$ cat src/rtl/jogo_memoria_param.sv
// rtl/jogo_memoria_param.sv - parametrised Genius/Simon memory-game core
module jogo_memoria_param #(
    parameter int N_BOTOES           = 8,
    parameter int PROFUNDIDADE       = 16,
    parameter int MOSTRA_CICLOS      = 1000,
    parameter int TIMEOUT_FACIL      = 5000,
    parameter int TIMEOUT_DIFICIL    = 2000,
    parameter int CICLOS_POR_UNIDADE = 1000,
    localparam int IW = $clog2(N_BOTOES),
    localparam int SW = $clog2(PROFUNDIDADE + 1),
    localparam int XW = $clog2(PROFUNDIDADE)
) (
    input  logic                clock,
    input  logic                reset,
    input  logic                jogar,
    input  logic [N_BOTOES-1:0] botoes,
    input  logic                dificuldade,
    input  logic                modo,
    output logic [N_BOTOES-1:0] leds,
    output logic                pronto,
    output logic                acertou,
    output logic                errou,
    output logic                timeout,
    output logic [SW-1:0]       score,
    output logic [15:0]         tempo_de_jogo,
    output logic [3:0]          db_estado
);

    typedef enum logic [3:0] {
        INICIAL        = 4'd0,
        GERA           = 4'd1,
        MOSTRA         = 4'd2,
        ESPERA         = 4'd3,
        COMPARA        = 4'd4,
        PROXIMA_RODADA = 4'd5,
        FIM_ACERTO     = 4'd6,
        FIM_ERRO       = 4'd7,
        FIM_TIMEOUT    = 4'd8
    } estado_t;

    estado_t estado, proximo;

    logic [15:0]         lfsr;
    logic [IW-1:0]       mem [PROFUNDIDADE];
    logic [XW-1:0]       k, i, limite;
    logic                dif_l, modo_l;
    logic [31:0]         cnt_mostra, cnt_espera, cnt_pre, lim_espera;
    logic                apagado;
    logic [N_BOTOES-1:0] anterior, captura, alvo;
    logic                inicio, evento, expirou, fim_fase, correto, ultimo, ultima_rodada;

    always_comb begin
        alvo = '0;
        alvo[mem[i]] = 1'b1;
    end

    always_comb begin
        inicio        = jogar && (estado == INICIAL || estado == FIM_ACERTO ||
                                  estado == FIM_ERRO || estado == FIM_TIMEOUT);
        // anterior tracks botoes every cycle, so a press begun before ESPERA never looks like an edge
        evento        = (botoes != '0) && (anterior == '0);
        lim_espera    = dif_l ? 32'(TIMEOUT_DIFICIL) : 32'(TIMEOUT_FACIL);
        expirou       = (cnt_espera == lim_espera - 32'd1);
        fim_fase      = (cnt_mostra == 32'(MOSTRA_CICLOS - 1));
        correto       = (captura == alvo);
        ultimo        = (i == limite);
        ultima_rodada = (limite == XW'(PROFUNDIDADE - 1));
    end

    always_ff @(posedge clock) begin
        if (reset) estado <= INICIAL;
        else       estado <= proximo;
    end

    always_comb begin
        proximo = estado;
        case (estado)
            INICIAL, FIM_ACERTO, FIM_ERRO, FIM_TIMEOUT:
                if (jogar) proximo = GERA;
            GERA:
                if (k == XW'(PROFUNDIDADE - 1)) proximo = MOSTRA;
            MOSTRA:
                if (fim_fase && apagado && ultimo) proximo = ESPERA;
            ESPERA:
                if (evento)       proximo = COMPARA;
                else if (expirou) proximo = FIM_TIMEOUT;
            COMPARA:
                if (!correto)    proximo = FIM_ERRO;
                else if (ultimo) proximo = PROXIMA_RODADA;
                else             proximo = ESPERA;
            PROXIMA_RODADA:
                proximo = ultima_rodada ? FIM_ACERTO : MOSTRA;
            default:
                proximo = INICIAL;
        endcase
    end

    always_ff @(posedge clock) begin
        if (estado == GERA) mem[k] <= lfsr[IW-1:0];
    end

    always_ff @(posedge clock) begin
        if (reset) begin
            lfsr          <= 16'hACE1;
            k             <= '0;
            i             <= '0;
            limite        <= '0;
            dif_l         <= 1'b0;
            modo_l        <= 1'b0;
            cnt_mostra    <= '0;
            cnt_espera    <= '0;
            cnt_pre       <= '0;
            apagado       <= 1'b0;
            anterior      <= '0;
            captura       <= '0;
            score         <= '0;
            tempo_de_jogo <= '0;
        end else begin
            lfsr       <= {lfsr[0] ^ lfsr[2] ^ lfsr[3] ^ lfsr[5], lfsr[15:1]};
            anterior   <= botoes;
            cnt_espera <= (estado == ESPERA) ? cnt_espera + 32'd1 : 32'd0;

            if (estado inside {MOSTRA, ESPERA, COMPARA, PROXIMA_RODADA}) begin
                if (cnt_pre == 32'(CICLOS_POR_UNIDADE - 1)) begin
                    cnt_pre <= '0;
                    if (tempo_de_jogo != 16'hFFFF) tempo_de_jogo <= tempo_de_jogo + 16'd1;
                end else begin
                    cnt_pre <= cnt_pre + 32'd1;
                end
            end

            if (estado != MOSTRA) begin
                cnt_mostra <= '0;
                apagado    <= 1'b0;
            end

            case (estado)
                GERA: begin
                    k <= k + 1'b1;
                    i <= '0;
                end
                MOSTRA:
                    if (fim_fase) begin
                        cnt_mostra <= '0;
                        apagado    <= ~apagado;
                        if (apagado) i <= ultimo ? '0 : i + 1'b1;
                    end else begin
                        cnt_mostra <= cnt_mostra + 32'd1;
                    end
                ESPERA:
                    if (evento) captura <= botoes;
                COMPARA:
                    if (correto) begin
                        if (!modo_l && score != SW'(PROFUNDIDADE)) score <= score + 1'b1;
                        if (!ultimo) i <= i + 1'b1;
                    end
                PROXIMA_RODADA: begin
                    if (modo_l && score != SW'(PROFUNDIDADE)) score <= score + 1'b1;
                    if (!ultima_rodada) limite <= limite + 1'b1;
                    i <= '0;
                end
                default: ;
            endcase

            if (inicio) begin
                dif_l         <= dificuldade;
                modo_l        <= modo;
                score         <= '0;
                tempo_de_jogo <= '0;
                cnt_pre       <= '0;
                i             <= '0;
                k             <= '0;
                limite        <= modo ? '0 : XW'(PROFUNDIDADE - 1);
            end
        end
    end

    always_comb begin
        leds      = (estado == MOSTRA && !apagado) ? alvo : '0;
        acertou   = (estado == FIM_ACERTO);
        errou     = (estado == FIM_ERRO);
        timeout   = (estado == FIM_TIMEOUT);
        pronto    = acertou || errou || timeout;
        db_estado = estado;
    end

endmodule
$ cat config.mk
export PLATFORM = sky130hd
export DESIGN_NAME = jogo_memoria_param
export DESIGN_NICKNAME = d
export VERILOG_FILES = /design/src/rtl/jogo_memoria_param.sv
export SDC_FILE = /design/constraint.sdc
export NUM_CORES = 1
export LEC_CHECK = 0
export ABC_CLOCK_PERIOD_IN_PS = 3890
export CORE_ASPECT_RATIO = 1.75
export CORE_MARGIN = 3
export CORE_UTILIZATION = 50
export DETAILED_ROUTE_END_ITERATION = 10
export PLACE_DENSITY = 0.8
export RECOVER_POWER = 100
export SKIP_CTS_REPAIR_TIMING = 1
export SLEW_MARGIN = 20
export SYNTH_ARGS = -nofsm -noshare
export SYNTH_HDL_FRONTEND = slang
export SYNTH_SLANG_ARGS = --single-unit
$ cat constraint.sdc
create_clock -name clock -period 3.89 [get_ports clock]
set_input_delay 0.778 -clock clock [delete_from_list [all_inputs] [get_ports clock]]
set_output_delay 0.778 -clock clock [all_outputs]
set_load 0.05 [all_outputs]
## Yosys cells after proc, flatten, opt, wreduce, memory -nomap -nowiden

Memory sizes are Yosys's and may differ from the RTL's. A register that Yosys moved wholly into a read port is not among the register bits.
Cells that the tools add are included.

| word-level totals | value |
|---|---|
| register bits | 168 |
| latch bits | 0 |
| RAM bits | 48 |
| memory bits (read-only) | 0 |
| input port bits | 13 |
| output and inout port bits | 37 |
| word-level logic and storage cells | 132 |
| memories | 1 |

| operators by class | value |
|---|---|
| add/subtract/negate cells | 9 |
| multipliers | 0 |
| div/mod/pow operators | 0 |
| order comparisons | 2 |
| equal/unequal tests | 29 |
| shifts and indexed selects | 0 |
| mux-type cells | 38 |
| bitwise gates (word level) | 5 |
| reduce and logical (&&, ||, !) cells | 33 |

Memories:

| name | depth | width | read ports | clocked after memory_dff | write ports | RTL line | source |
|---|---|---|---|---|---|---|---|
| mem | 16 | 3 | 1 | 1 | 1 | 44 | `logic [IW-1:0] mem [PROFUNDIDADE];` |

Operator list:

| cell | number |
|---|---|
| two-way mux 32 bit | 4 |
| adder 32 x 1 -> 32 bit, second input constant | 3 |
| equality test 32 x 10 -> 1 bit, second input constant | 2 |
| two-way mux 4 bit | 16 |
| equality test 32 bit | 1 |
| one-hot mux 4 bit (6 select lines) | 1 |
| adder 16 x 1 -> 16 bit, second input constant | 1 |
| equality test 4 x 3 -> 1 bit, second input constant | 4 |
| inequality test 16 bit, second input constant | 1 |
| inequality test 2 bit, second input constant | 8 |
| two-way mux 5 bit | 3 |
| subtractor 13 x 1 -> 14 bit, second input constant | 1 |
| two-way mux 13 bit | 1 |
| adder 4 x 1 -> 4 bit, second input constant | 3 |
| equality test 4 bit, second input constant | 3 |
| one-hot mux 4 bit (3 select lines) | 1 |
| one-hot mux 5 bit (2 select lines) | 1 |
| two-way mux 3 bit | 3 |
| equality test 4 x 2 -> 1 bit, second input constant | 2 |
| equality test 8 bit | 1 |
| logical AND 1 bit | 8 |
| zero test 8 bit | 1 |
| two-way mux 8 bit | 1 |
| AND reduction 4 bit | 2 |
| 25 further kinds | 44 |

## Longest topological paths before layout

| logic depth | value |
|---|---|
| word-level depth | 9 |
| mapped depth | 13 |

## Worst setup path before layout

No wires, ideal clock.

| timing path | value |
|---|---|
| path kind | register to output |
| start | register (tool-made name) |
| end | output port leds[1] |
| data arrival time | 2.819 ns |
| required time | 3.112 ns |
| slack | 0.293 ns |
| stages on the path, launching flop included | 7 |
| buffers on the path | 2 |
| cells stage by stage | dfxtp_1 -> buf_6 -> mux4_2 -> a22o_1 -> or2_4 -> buf_2 -> nor3_1 |

RTL lines:

| element | RTL line | source |
|---|---|---|
| end, declared | 19 | `output logic [N_BOTOES-1:0] leds,` |

==> out/results.ini <==
[sta]
tightest_slew_ns=1.393
finalSetupViolCount=0
maxSlewHeadroom=0.07103
min_period_over_period=0.9665
slew_violations=0
fmax_mhz=266.0
finalClockSkew_ns=0.01178
fin_crit_ns=3.760
holdWs_ns=0.4106
final_hold_viol_count=0
rsz0062_at_grt=no

[synthesis]
synth_top_family_by_area=simple AND/OR/NAND/NOR gates
synth_fa_ha_area_frac=0.01563
synth_top_area_cell=dfxtp_1
synth-compound-area-share=0.06266
synth_seq_area_share=0.5086
synth_xor_area_frac=0.09575
synth-simple-area-share=0.2444
synth_area_leaders=dfxtp_1, edfxtp_1, nor2_1, xor2_1, xnor2_1
synth_top_cell_area_share=0.3585
syn_area_um2=9604
avgSynthCellArea_um2=9.566
synthMuxAreaShare=0.04820
synth-edff-count=48
ys_ff_latch=220
synthArstFlopShare=0
syn-num-nets=1029
synthCells=1004
synth_cell_types=62
ys_warn_count=0
ys.flop_type=dfxtp_1

[cells_and_area]
fillers=1575
diodes=0
stdcell_area_um2=10950
layout-drive-gt1-share=0.05838
synthToLayoutAreaGrowth_pct=14.02
num-nets-final=1074
seqCellArea_um2=4887
multi_input_area_um2=4456

[routing]
detail_route.first_pass.iterations=5
post-route-drc-count=0
drtIter0Drc=263
vias=7107
routedWlPerCell_um=15.68
vias_per_cell=5.467
ant_nets=0
wl_um=20380

[setup_path]
worstPathArrival_ns=2.98
endpoint_kind=primary output
startpoint_type=flop
criticalPathCategory=reg -> out
critPathMaxFanout=14
crit_required_ns=3.11

[floorplanning]
initial_utilization=0.5123
dieWidth_um=110.8
die_h_um=189.3
rows=66
coreArea_um2=18750
die-area_um2=20970
ios=50

[placed_design]
io_buffers=49
placed_cell_area_um2=10340
dp_hpwl_um=14810
finalWeightedCongestion=0.8637

[cts]
clkTransAtPathRegs_ns=0.07
cts-root-buf=clkbuf_16
cts_made_buffers=20
clk-insertion-delay-late_ns=0.49
cts_tree=built
cts.sinks=220
cts_max_level=1
cts_buffer_depth=3

[global_route]
grt_max_degree=36
grt_antenna_before_repair=0
overflow=0
grt_pass1_vias=7064
grt_first_pass_wirelength_um=33420
grt_usage=0.1914

[pwr]
power_mw=5.374
p_leak_nw=3.842
cellPowerDensity_nw_per_um2=490.7
ir_drop_mv=0.3655

[run_status]
status=finished clean

[hold_path]
hp-class=reg -> reg

[job]
maxCapViolCount=0

## path summary, 6_finish.rpt
path,cells past startpoint,endpoint,start,slack (ns)
worst max-delay path,5,leds[0],flop,0.13
worst min-delay path,1,lfsr[13],lfsr[14],0.41
worst max register to register,10,flop,flop,0.37
worst min register to register,1,lfsr[13],lfsr[14],0.41
## cell usage after synthesis, drive strengths merged (2+ instances only)
library cell  instances
a221oi                2
inv                  25
o22ai                 2
xnor2                40
nor2b                28
and2                  4
clkbuf               26
nor3                 24
a31o                  3
o21ai                25
or3                  25
or2                   9
nor4b                 5
and3                 18
nand2b               11
nor4                 21
nand4                29
ha                   12
mux4                  7
a22o                  3
and4                  5
buf                   8
edfxtp               48
nand2                76
a21oi                34
mux2i                26
nor2                174
a32o                  2
o311ai                2
o41ai                 2
a211o                 2
mux2                  4
nand3                46
a41oi                 2
o31ai                 4
xor2                 65
dfxtp               172
## state kept, by name (all words and copies together) (netlist names), named ones only
name and flops:
anterior 8, apagado 1, captura 8, cnt_espera 32
cnt_mostra 32, cnt_pre 32, db_estado 4, dif_l 1
i 4, k 4, lfsr 16, limite 4
mem 48, modo_l 1, score 5, tempo_de_jogo 16
## cell families after synthesis
group / count (synthesis)
compound gates: 92
xor+xnor: 105
fa+ha+maj: 12
buf+inv: 59
flops: 220
mux: 37
simple gates: 479
## stage by stage
step	TNS, ns	instances	setup WS, ns	utilization
floorplan	0	1004	0.2930	-
global placement	0	1265	0.3620	0.5518
detailed placement	0	1265	0.2687	0.5518
CTS	-0.6424	1300	-0.2597	0.5898
global route	0	1300	0.02569	0.5842
finish	0	1300	0.1303	0.5842
## layout by cell type, fill, tap and decap left out, drive strengths merged, types with 21 or more instances in the layout
cell,n
nor2,174
dfxtp,172
nand2,76
xor2,65
edfxtp,48
nand3,46
clkbuf,43
xnor2,40
a21oi,34
dlygate4sd3,30
nand4,29
nor2b,28
mux2i,26
inv,25
or3,25
o21ai,25
nor3,24
nor4,21
## routing by layer
| metal | track usage | share of wire |
|---|---|---|
| met1 | 0.1956 | 0.37 |
| met5 | 0 | 0 |
| met2 | 0.3735 | 0.55 |
| met4 | 0.09957 | 0.046 |
| met3 | 0.02366 | 0.037 |
## layout make-up
type / instances / area share
Multi-Input combinational cell: 725 / 0.4069
Sequential cell: 220 / 0.4463
Timing Repair Buffer: 57 / 0.04605
Tap cell: 238 / 0.02719
Inverter: 25 / 0.008569
Clock buffer: 30 / 0.05576
Clock inverter: 5 / 0.009255
## worst max-delay path, cell delays in order, from the launching register on
cell,delay (ns)
dfxtp_2,0.57
mux4_2,0.57
mux4_2,0.55
or3_4,0.39
nor2_1,0.12
clkbuf_2,0.28
## report_power, final
| part | switching, mW | internal, mW |
|---|---|---|
| sequential | 0.0911 | 2.41 |
| combinational | 0.500 | 0.276 |
| clock | 0.815 | 1.28 |
(Power assumes the default switching activity.)
